===== src/rtl/rp_adc_pkg.sv =====
// rp_adc_pkg: shared defaults, accumulator sizing, full-scale constants and
// raw-code conversion for the rp_adc_capture front end.
package rp_adc_pkg;

   localparam int DEF_ADC_BITWIDTH = 14;
   localparam int DEF_MAX_LOG2_DEC = 4;

   // Accumulator must hold 2^max_log2 full-scale samples without wrapping.
   function automatic int acc_width(int w, int max_log2);
      return w + max_log2;
   endfunction

   // Two's complement full-scale code, valid in the low w bits.
   function automatic logic [31:0] full_scale(int w, bit neg);
      logic [31:0] one;
      one = 32'd1 << (w - 1);
      return neg ? (~one + 32'd1) : (one - 32'd1);
   endfunction

   // Offset binary to two's complement is a flip of the sign bit.
   function automatic logic [31:0] to_twos(logic [31:0] code, int w,
                                            int offset_bin);
      logic [31:0] msb;
      msb = 32'd1 << (w - 1);
      return (offset_bin != 0) ? (code ^ msb) : code;
   endfunction

endpackage


===== src/rtl/rp_adc_avg_ch.sv =====
// rp_adc_avg_ch: one channel's conversion register, sticky clip flag and
// window accumulator with arithmetic-shift averaging.
// Ports: clk/rst (sync, active high); raw = stage-1 code; s_vld = converted
// sample is real; term = last sample of window; l = window log2 factor;
// clr_ovf = clear clip flag; dout = averaged sample; ovf = sticky clip flag.
module rp_adc_avg_ch
   import rp_adc_pkg::*;
#(
   parameter int W            = DEF_ADC_BITWIDTH,
   parameter int MAX_LOG2_DEC = DEF_MAX_LOG2_DEC,
   parameter int DEC_W        = 3,
   parameter int OFFSET_BIN   = 1
) (
   input  logic             clk,
   input  logic             rst,
   input  logic [W-1:0]     raw,
   input  logic             s_vld,
   input  logic             term,
   input  logic [DEC_W-1:0] l,
   input  logic             clr_ovf,
   output logic [W-1:0]     dout,
   output logic             ovf
);

   localparam int ACC_W = acc_width(W, MAX_LOG2_DEC);
   localparam logic [W-1:0] FS_POS = W'(full_scale(W, 1'b0));
   localparam logic [W-1:0] FS_NEG = W'(full_scale(W, 1'b1));

   logic [W-1:0]            s;
   logic signed [ACC_W-1:0] s_ext;
   logic signed [ACC_W-1:0] acc;
   logic signed [ACC_W-1:0] sum;
   logic                    clip;

   assign s_ext = {{MAX_LOG2_DEC{s[W-1]}}, s};
   assign sum   = acc + s_ext;
   assign clip  = (s == FS_POS) || (s == FS_NEG);

   always_ff @(posedge clk) begin
      if (rst) begin
         s    <= '0;
         acc  <= '0;
         dout <= '0;
         ovf  <= 1'b0;
      end else begin
         s <= W'(to_twos(32'(raw), W, OFFSET_BIN));
         // s is garbage while the pipe fills (a zero raw code converts to
         // negative full scale), so only real samples may raise the flag.
         // A new clip beats a simultaneous clear.
         ovf <= (s_vld && clip) || (ovf && !clr_ovf);
         if (s_vld) begin
            if (term) begin
               dout <= W'(sum >>> l);
               acc  <= '0;
            end else begin
               acc <= sum;
            end
         end
      end
   end

endmodule


===== src/rtl/rp_adc_capture.sv =====
// rp_adc_capture: multi-channel ADC front end; registers raw codes, converts
// to two's complement, averages 2^dec_log2 samples and flags clipping.
// Ports: adc_clk/rst (sync, active high); adc_in = packed raw codes;
// dec_log2 = averaging log2; clr_ovf = clear clip flags; adc_out/adc_valid =
// averaged samples and strobe; ovf_flags = sticky clips; adc_csn = tied high.
module rp_adc_capture
   import rp_adc_pkg::*;
#(
   parameter int ADC_BITWIDTH = DEF_ADC_BITWIDTH,
   parameter int N_CH         = 2,
   parameter int OFFSET_BIN   = 1,
   parameter int MAX_LOG2_DEC = DEF_MAX_LOG2_DEC,
   parameter int DEC_W        = 3
) (
   input  logic                         adc_clk,
   input  logic                         rst,
   input  logic [N_CH*ADC_BITWIDTH-1:0] adc_in,
   input  logic [DEC_W-1:0]             dec_log2,
   input  logic                         clr_ovf,
   output logic [N_CH*ADC_BITWIDTH-1:0] adc_out,
   output logic                         adc_valid,
   output logic [N_CH-1:0]              ovf_flags,
   output logic                         adc_csn
);

   localparam int CNT_W = (MAX_LOG2_DEC > 0) ? MAX_LOG2_DEC : 1;
   localparam logic [DEC_W-1:0] L_MAX = DEC_W'(MAX_LOG2_DEC);

   logic [N_CH*ADC_BITWIDTH-1:0] raw_q;
   logic                         raw_vld;
   logic                         s_vld;
   logic [CNT_W-1:0]             cnt;
   logic [CNT_W-1:0]             cnt_last;
   logic [DEC_W-1:0]             l_q;
   logic [DEC_W-1:0]             l_eff;
   logic                         term;

   // The factor is only sampled at a window start; mid-window it is frozen.
   always_comb begin
      l_eff = l_q;
      if (cnt == '0) begin
         l_eff = (dec_log2 > L_MAX) ? L_MAX : dec_log2;
      end
   end

   assign cnt_last = CNT_W'((32'd1 << l_eff) - 32'd1);
   assign term     = (cnt == cnt_last);
   assign adc_csn  = 1'b1;

   // raw_vld/s_vld track pipeline fill so the first window starts on the
   // first real converted sample.
   always_ff @(posedge adc_clk) begin
      if (rst) begin
         raw_q     <= '0;
         raw_vld   <= 1'b0;
         s_vld     <= 1'b0;
         cnt       <= '0;
         l_q       <= '0;
         adc_valid <= 1'b0;
      end else begin
         raw_q     <= adc_in;
         raw_vld   <= 1'b1;
         s_vld     <= raw_vld;
         l_q       <= l_eff;
         adc_valid <= s_vld && term;
         if (s_vld) begin
            cnt <= term ? '0 : cnt + CNT_W'(1);
         end
      end
   end

   for (genvar k = 0; k < N_CH; k++) begin : g_ch
      rp_adc_avg_ch #(
         .W            (ADC_BITWIDTH),
         .MAX_LOG2_DEC (MAX_LOG2_DEC),
         .DEC_W        (DEC_W),
         .OFFSET_BIN   (OFFSET_BIN)
      ) u_ch (
         .clk     (adc_clk),
         .rst     (rst),
         .raw     (raw_q[k*ADC_BITWIDTH +: ADC_BITWIDTH]),
         .s_vld   (s_vld),
         .term    (term),
         .l       (l_eff),
         .clr_ovf (clr_ovf),
         .dout    (adc_out[k*ADC_BITWIDTH +: ADC_BITWIDTH]),
         .ovf     (ovf_flags[k])
      );
   end

endmodule

===== config.mk =====
export PLATFORM = sky130hd
export DESIGN_NAME = rp_adc_capture
export DESIGN_NICKNAME = d
export VERILOG_FILES = /design/src/rtl/rp_adc_pkg.sv /design/src/rtl/rp_adc_avg_ch.sv /design/src/rtl/rp_adc_capture.sv
export SDC_FILE = /design/constraint.sdc
export NUM_CORES = 1
export LEC_CHECK = 0
export BUFFER_PORTS_ARGS = -buffer_cell sky130_fd_sc_hd__buf_2
export CAP_MARGIN = 20
export CORE_UTILIZATION = 60
export CTS_BUF_LIST = sky130_fd_sc_hd__clkbuf_4 sky130_fd_sc_hd__clkbuf_8 sky130_fd_sc_hd__clkbuf_16
export CTS_CLUSTER_SIZE = 28
export DETAILED_ROUTE_END_ITERATION = 12
export MAX_ROUTING_LAYER = met4
export PLACE_DENSITY = 0.81
export SETUP_SLACK_MARGIN = 0.05
export SYNTH_ARGS = -nofsm -noshare
export SYNTH_HDL_FRONTEND = slang
export SYNTH_SLANG_ARGS = --single-unit
export TNS_END_PERCENT = 10

===== constraint.sdc =====
create_clock -name adc_clk -period 5.45 [get_ports adc_clk]
set_clock_uncertainty 0.15 [all_clocks]
set_input_delay 0.2725 -clock adc_clk [delete_from_list [all_inputs] [get_ports adc_clk]]
set_output_delay 0.2725 -clock adc_clk [all_outputs]
set_load 0.02 [all_outputs]

**Word level (Yosys, flattened, before mapping)**

Cells that the tools add are included.

- Bits in registers: 132
- Latch bits: 0
- RAM bits: 0
- Memory bits (read-only): 0
- Output and inout bits: 32
- Logic and storage cells: 47
- Memories kept: 0

- $add $sub $neg: 4
- $mul: 0
- Div/mod/pow operators: 0
- $lt $le $gt $ge: 1
- Eq/ne operators: 5
- Shift operators: 3
- Mux-type cells: 6
- Bitwise logic cells: 2
- Reduce and logical (&&, ||, !) cells: 12

Operators with widths:

| operator | count |
|---|---|
| $add A18 B14 Y18 | 2 |
| $mux W18 | 2 |
| $sshr A18 B3 Y14 | 2 |
| $eq A14 B13 Y1 const B | 2 |
| $eq A14 B14 Y1 const B | 2 |
| $mux W3 | 2 |
| $logic_and A1 B1 Y1 | 5 |
| $add A4 B1 Y4 const B | 1 |
| $eq A4 B4 Y1 | 1 |
| $logic_not A4 Y1 | 1 |
| $logic_or A1 B1 Y1 | 4 |
| $mux W4 | 1 |
| $shl A1 B3 Y4 const A | 1 |
| $sub A4 B1 Y4 const B | 1 |
| $gt A3 B3 Y1 const B | 1 |
| $not A1 Y1 | 2 |
| $reduce_and A2 Y1 | 1 |
| $logic_not A1 Y1 | 1 |
| $mux W1 | 1 |

**Depth between registers and ports, before layout**

- Word-level depth: 7
- Depth in mapped cells: 20

**Modules after synthesis**

Synthesis repeated with hierarchy kept, for this count alone.

- Cell total of the unflattened synthesis: 897
- Area, all modules: 7,817.5 um^2

Modules (own cells, without submodules):

| module | instances | cells an instance | area each (um^2) | sequential area each (um^2) |
|---|---|---|---|---|
| rp_adc_avg_ch (g_ch[1].u_ch) | 1 | 381 | 3,183.1 | 940.9 |
| rp_adc_avg_ch (g_ch[0].u_ch) | 1 | 373 | 3,160.5 | 940.9 |
| rp_adc_capture | 1 | 143 | 1,473.9 | 760.7 |

**Least setup slack after synthesis**

Ideal clock, no wire load.

- Kind: register to register
- Start point: register cnt[0]
- End point: register g_ch[0].u_ch.dout[12]
- Setup time: 0.138 ns
- Arrival: 3.924 ns
- Required time: 5.162 ns
- Slack: 1.238 ns
- Stages on the path, launching flop included: 20
- Path buffers: 5
- Period minus slack after synthesis: 4.212 ns
- Cells stage by stage: dfxtp_1 > inv_1 > ha_1 > nor3b_2 > buf_6 > mux2i_1 > clkbuf_1 > clkbuf_1 > nand2_1 > ha_1 > xnor2_1 > a21oi_1 > o311ai_0 > a22o_1 > buf_6 > or2_1 > buf_6 > or4_4 > o211ai_2 > a211oi_1

- Cells in the longest elaborated chain, start to end: 6
- Elaborated cells between the ends (all ways): 7

RTL lines:

| what | line | source |
|---|---|---|
| start: declaration | rp_adc_capture.sv:32 | `logic [CNT_W-1:0] cnt;` |
| start signal: assignment | rp_adc_capture.sv:67 | `cnt <= term ? '0 : cnt + CNT_W'(1);` |
| $logic_not A4 Y1 | rp_adc_capture.sv:41 | `if (cnt == '0) begin` |
| $mux W3 | rp_adc_capture.sv:41 |  |
| $shl A1 B3 Y4 | rp_adc_capture.sv:46 | `assign cnt_last = CNT_W'((32'd1 << l_eff) - 32'd1);` |
| $sub A4 B1 Y4 | rp_adc_capture.sv:46 |  |
| $eq A4 B4 Y1 | rp_adc_capture.sv:47 | `assign term = (cnt == cnt_last);` |
| $reduce_and A2 Y1 (no source line) | n/a |  |
| end signal: assignment | rp_adc_avg_ch.sv:53 | `dout <= W'(sum >>> l);` |
| end: declaration | rp_adc_avg_ch.sv:21 | `output logic [W-1:0] dout,` |

Several ways; a longest one is shown, not always the timed one.
A chain may end at the register's enable or synchronous reset.

**Worst setup path in the final report**

Ends and elaborated chain as after synthesis.

==> results.json <==
{
  "status": "finished clean",
  "worstSkewPairLatency_ns": 0.43,
  "ys_seq_elements": 132,
  "syn_inst": 927,
  "grt_pass1_wl_um": 33700,
  "nFillCells": 943,
  "hold_viol": 0,
  "syn-num-nets": 1000,
  "cp_top_family": "simple AND/OR/NAND/NOR gates",
  "root_buffer": "clkbuf_16",
  "core.rowCount": 40,
  "grt_usage_pct": 33.9,
  "max_stage_delay_ns": 0.61,
  "path_buf_inv": 3,
  "synth_ff_type": "dfxtp_1",
  "path_cells": "inv_1, ha_1, nor3b_2, buf_4, mux2_2, nor2_1, buf_4, nand2_1, ha_1, xnor2_1, a21oi_1, o311ai_0, a22o_1, or2_1, or4_4, o211ai_2, a211oi_1",
  "cts_hold_buf": 29,
  "clk_pin_slew_worst_paths_ns": 0.06,
  "dpl_worst_slack_ns": 0.939,
  "ff2ff_path_depth": 17,
  "clock_path_buffers": 2,
  "first_iter_violations": 745,
  "powerDensity_nw_per_um2": 289,
  "crit_slowest_cell": "or4_4",
  "fin_ws_ns": 0.881,
  "nNetsFinal": 1066,
  "viasPerCell": 6.29,
  "cp_max_fo": 25,
  "syn_avg_cell_area_sq_um": 8.28,
  "vias": 7389,
  "io_buffers": 64,
  "async_flop_share_pct": 0,
  "setup_viol": 0,
  "synthTopCellsByArea": "dfxtp_1, ha_1, nor2b_1",
  "period_minus_slack_ns": 4.57,
  "start_kind": "register",
  "seq_area_frac_synth_pct": 34.4,
  "cts_tree": "yes",
  "final_cell_mix": "dfxtp_1, nand2_1, nor2_1, a21oi_1, nor2b_1",
  "die_h_um": 115,
  "fin_crit_sh_pct": 83.8,
  "p_leak_nw": 3.76,
  "place_hpwl_um": 13600,
  "synth_top_area_cell": "dfxtp_1",
  "design_area_sq_um": 8940,
  "drive_above_1_share_pct": 13.5,
  "grt_pass1_vias": 6708,
  "post_cts_buffers": 0,
  "crit_required_ns": 5.58,
  "yosys_warnings": 0,
  "synth_edf_count": 0,
  "maxSlewViolCount": 0,
  "final_util_pct": 72.9,
  "synth_cell_type_count": 72,
  "multi_input_area_sq_um": 4740,
  "cts_buffers": 17,
  "worst_pin_slew_ns": 1.01,
  "seqCellArea_sq_um": 2640,
  "drc_errors": 0,
  "syn_area_sq_um": 7680,
  "grt_antenna_before_repair": 1,
  "tns_ns": 0,
  "grt-ovfl-total": 0,
  "rsz0062_at_grt": "false",
  "power_mw": 2.58,
  "wirelength_um": 21100,
  "post_cts_resized": 0,
  "die_area_sq_um": 13300,
  "worstSetupEndpointType": "register",
  "h-tree-depth": 4,
  "fmax_ghz": 0.219,
  "vdd_ir_drop_max_mv": 0.253,
  "hold_class": "in2reg",
  "initial_core_util_pct": 62.6,
  "grt_max_degree": 99,
  "layout_commonest_cell": "dfxtp_1",
  "cp.depth": 17,
  "path_class": "reg2reg",
  "max_cap_viol_count": 0,
  "arrival_ns": 4.70,
  "wl_per_cell_um": 18.0,
  "cts.sinks": 132,
  "finalWeightedCongestion": 0.903,
  "syn2layout_area_growth_pct": 16.5,
  "io_pins": 66,
  "die_x_um": 115,
  "firstDrtPassIters": 8,
  "ant_nets": 0,
  "synth_top_area_share_pct": 34.4,
  "core_sq_um": 12300,
  "slew_headroom_pct": 32.4,
  "hold_depth": 2,
  "placed_area_sq_um": 8070
}
[stage by stage]
step / std cells / hold WS, ns
after floorplan: 927 / 0.218
after global placement: 1112 / 0.223
after detailed placement: 1112 / 0.234
after CTS: 1173 / 0.0465
after global routing: 1175 / 0.0580
final: 1175 / 0.0627
[cells in the mapped netlist, types with 17 or more instances]
cell type / n
mux2i_1: 17
clkbuf_1: 45
a21oi_1: 71
dfxtp_1: 132
a211oi_1: 18
inv_1: 19
ha_1: 37
o211ai_1: 19
nand3_1: 53
nor3_1: 17
nor2b_1: 66
nor2_1: 75
nand2_1: 80
o21ai_0: 35
[final timing paths]
kind | start | to | slack [ns]
max | cnt[0] | g_ch[0].u_ch.dout[12] | 0.88
min | rst | g_ch[0].u_ch.acc[16] | 0.06
max reg2reg | cnt[0] | g_ch[0].u_ch.dout[12] | 0.88
min reg2reg | raw_q[13] | g_ch[0].u_ch.s[13] | 0.25
[cell families (layout without fill, tap and decap cells)]
logic type                 after synthesis  after routing  share of synthesized area [%]
muxes                                   30             30                           4.91
AOI/OAI and AO/OA                      249            249                           22.0
and+or+nand+nor                        372            372                           24.7
adders and majority gates               39             39                           6.55
xor gates and xnor gates                27             27                           3.08
other                                    1              2                         0.0488
buffers and inverters                   77            156                           4.24
DFF                                    132            132                           34.4
[cell type report]
cell class                      count  area share (%)
Timing Repair Buffer              105            7.84
Sequential cell                   132            29.6
Multi-Input combinational cell    718            53.0
Tap cell                          168            2.35
Clock buffer                       17            4.76
Inverter                           19           0.798
Clock inverter                     15            1.69
Antenna cell                        1          0.0280
[state kept, by name, summed over array words and instances (netlist names)]
signal          flops
s_vld               1
raw_vld             1
g_ch.u_ch.dout     28
raw_q              28
g_ch.u_ch.s        28
adc_valid           1
g_ch.u_ch.ovf       2
l_q                 3
g_ch.u_ch.acc      36
cnt                 4
[power by group]
| group | total (mW) | leakage, nW | internal (mW) | switching [mW] |
|---|---|---|---|---|
| clock | 1.12 | 0.285 | 0.612 | 0.507 |
| combinational | 0.440 | 2.39 | 0.171 | 0.269 |
| sequential | 1.03 | 1.08 | 1.00 | 0.0250 |
| total | 2.58 | 3.76 | 1.78 | 0.800 |
[layer usage]
metal	vias to the layer above	global-route usage [%]	wire length [um]
met1	3423	43.9	9270
met4	0	11.3	397
met3	36	7.38	1770
met2	360	52.6	9710
li1	3570	-	-
met5	-	-	0
Note: power is estimated with default switching activity, not from simulation.
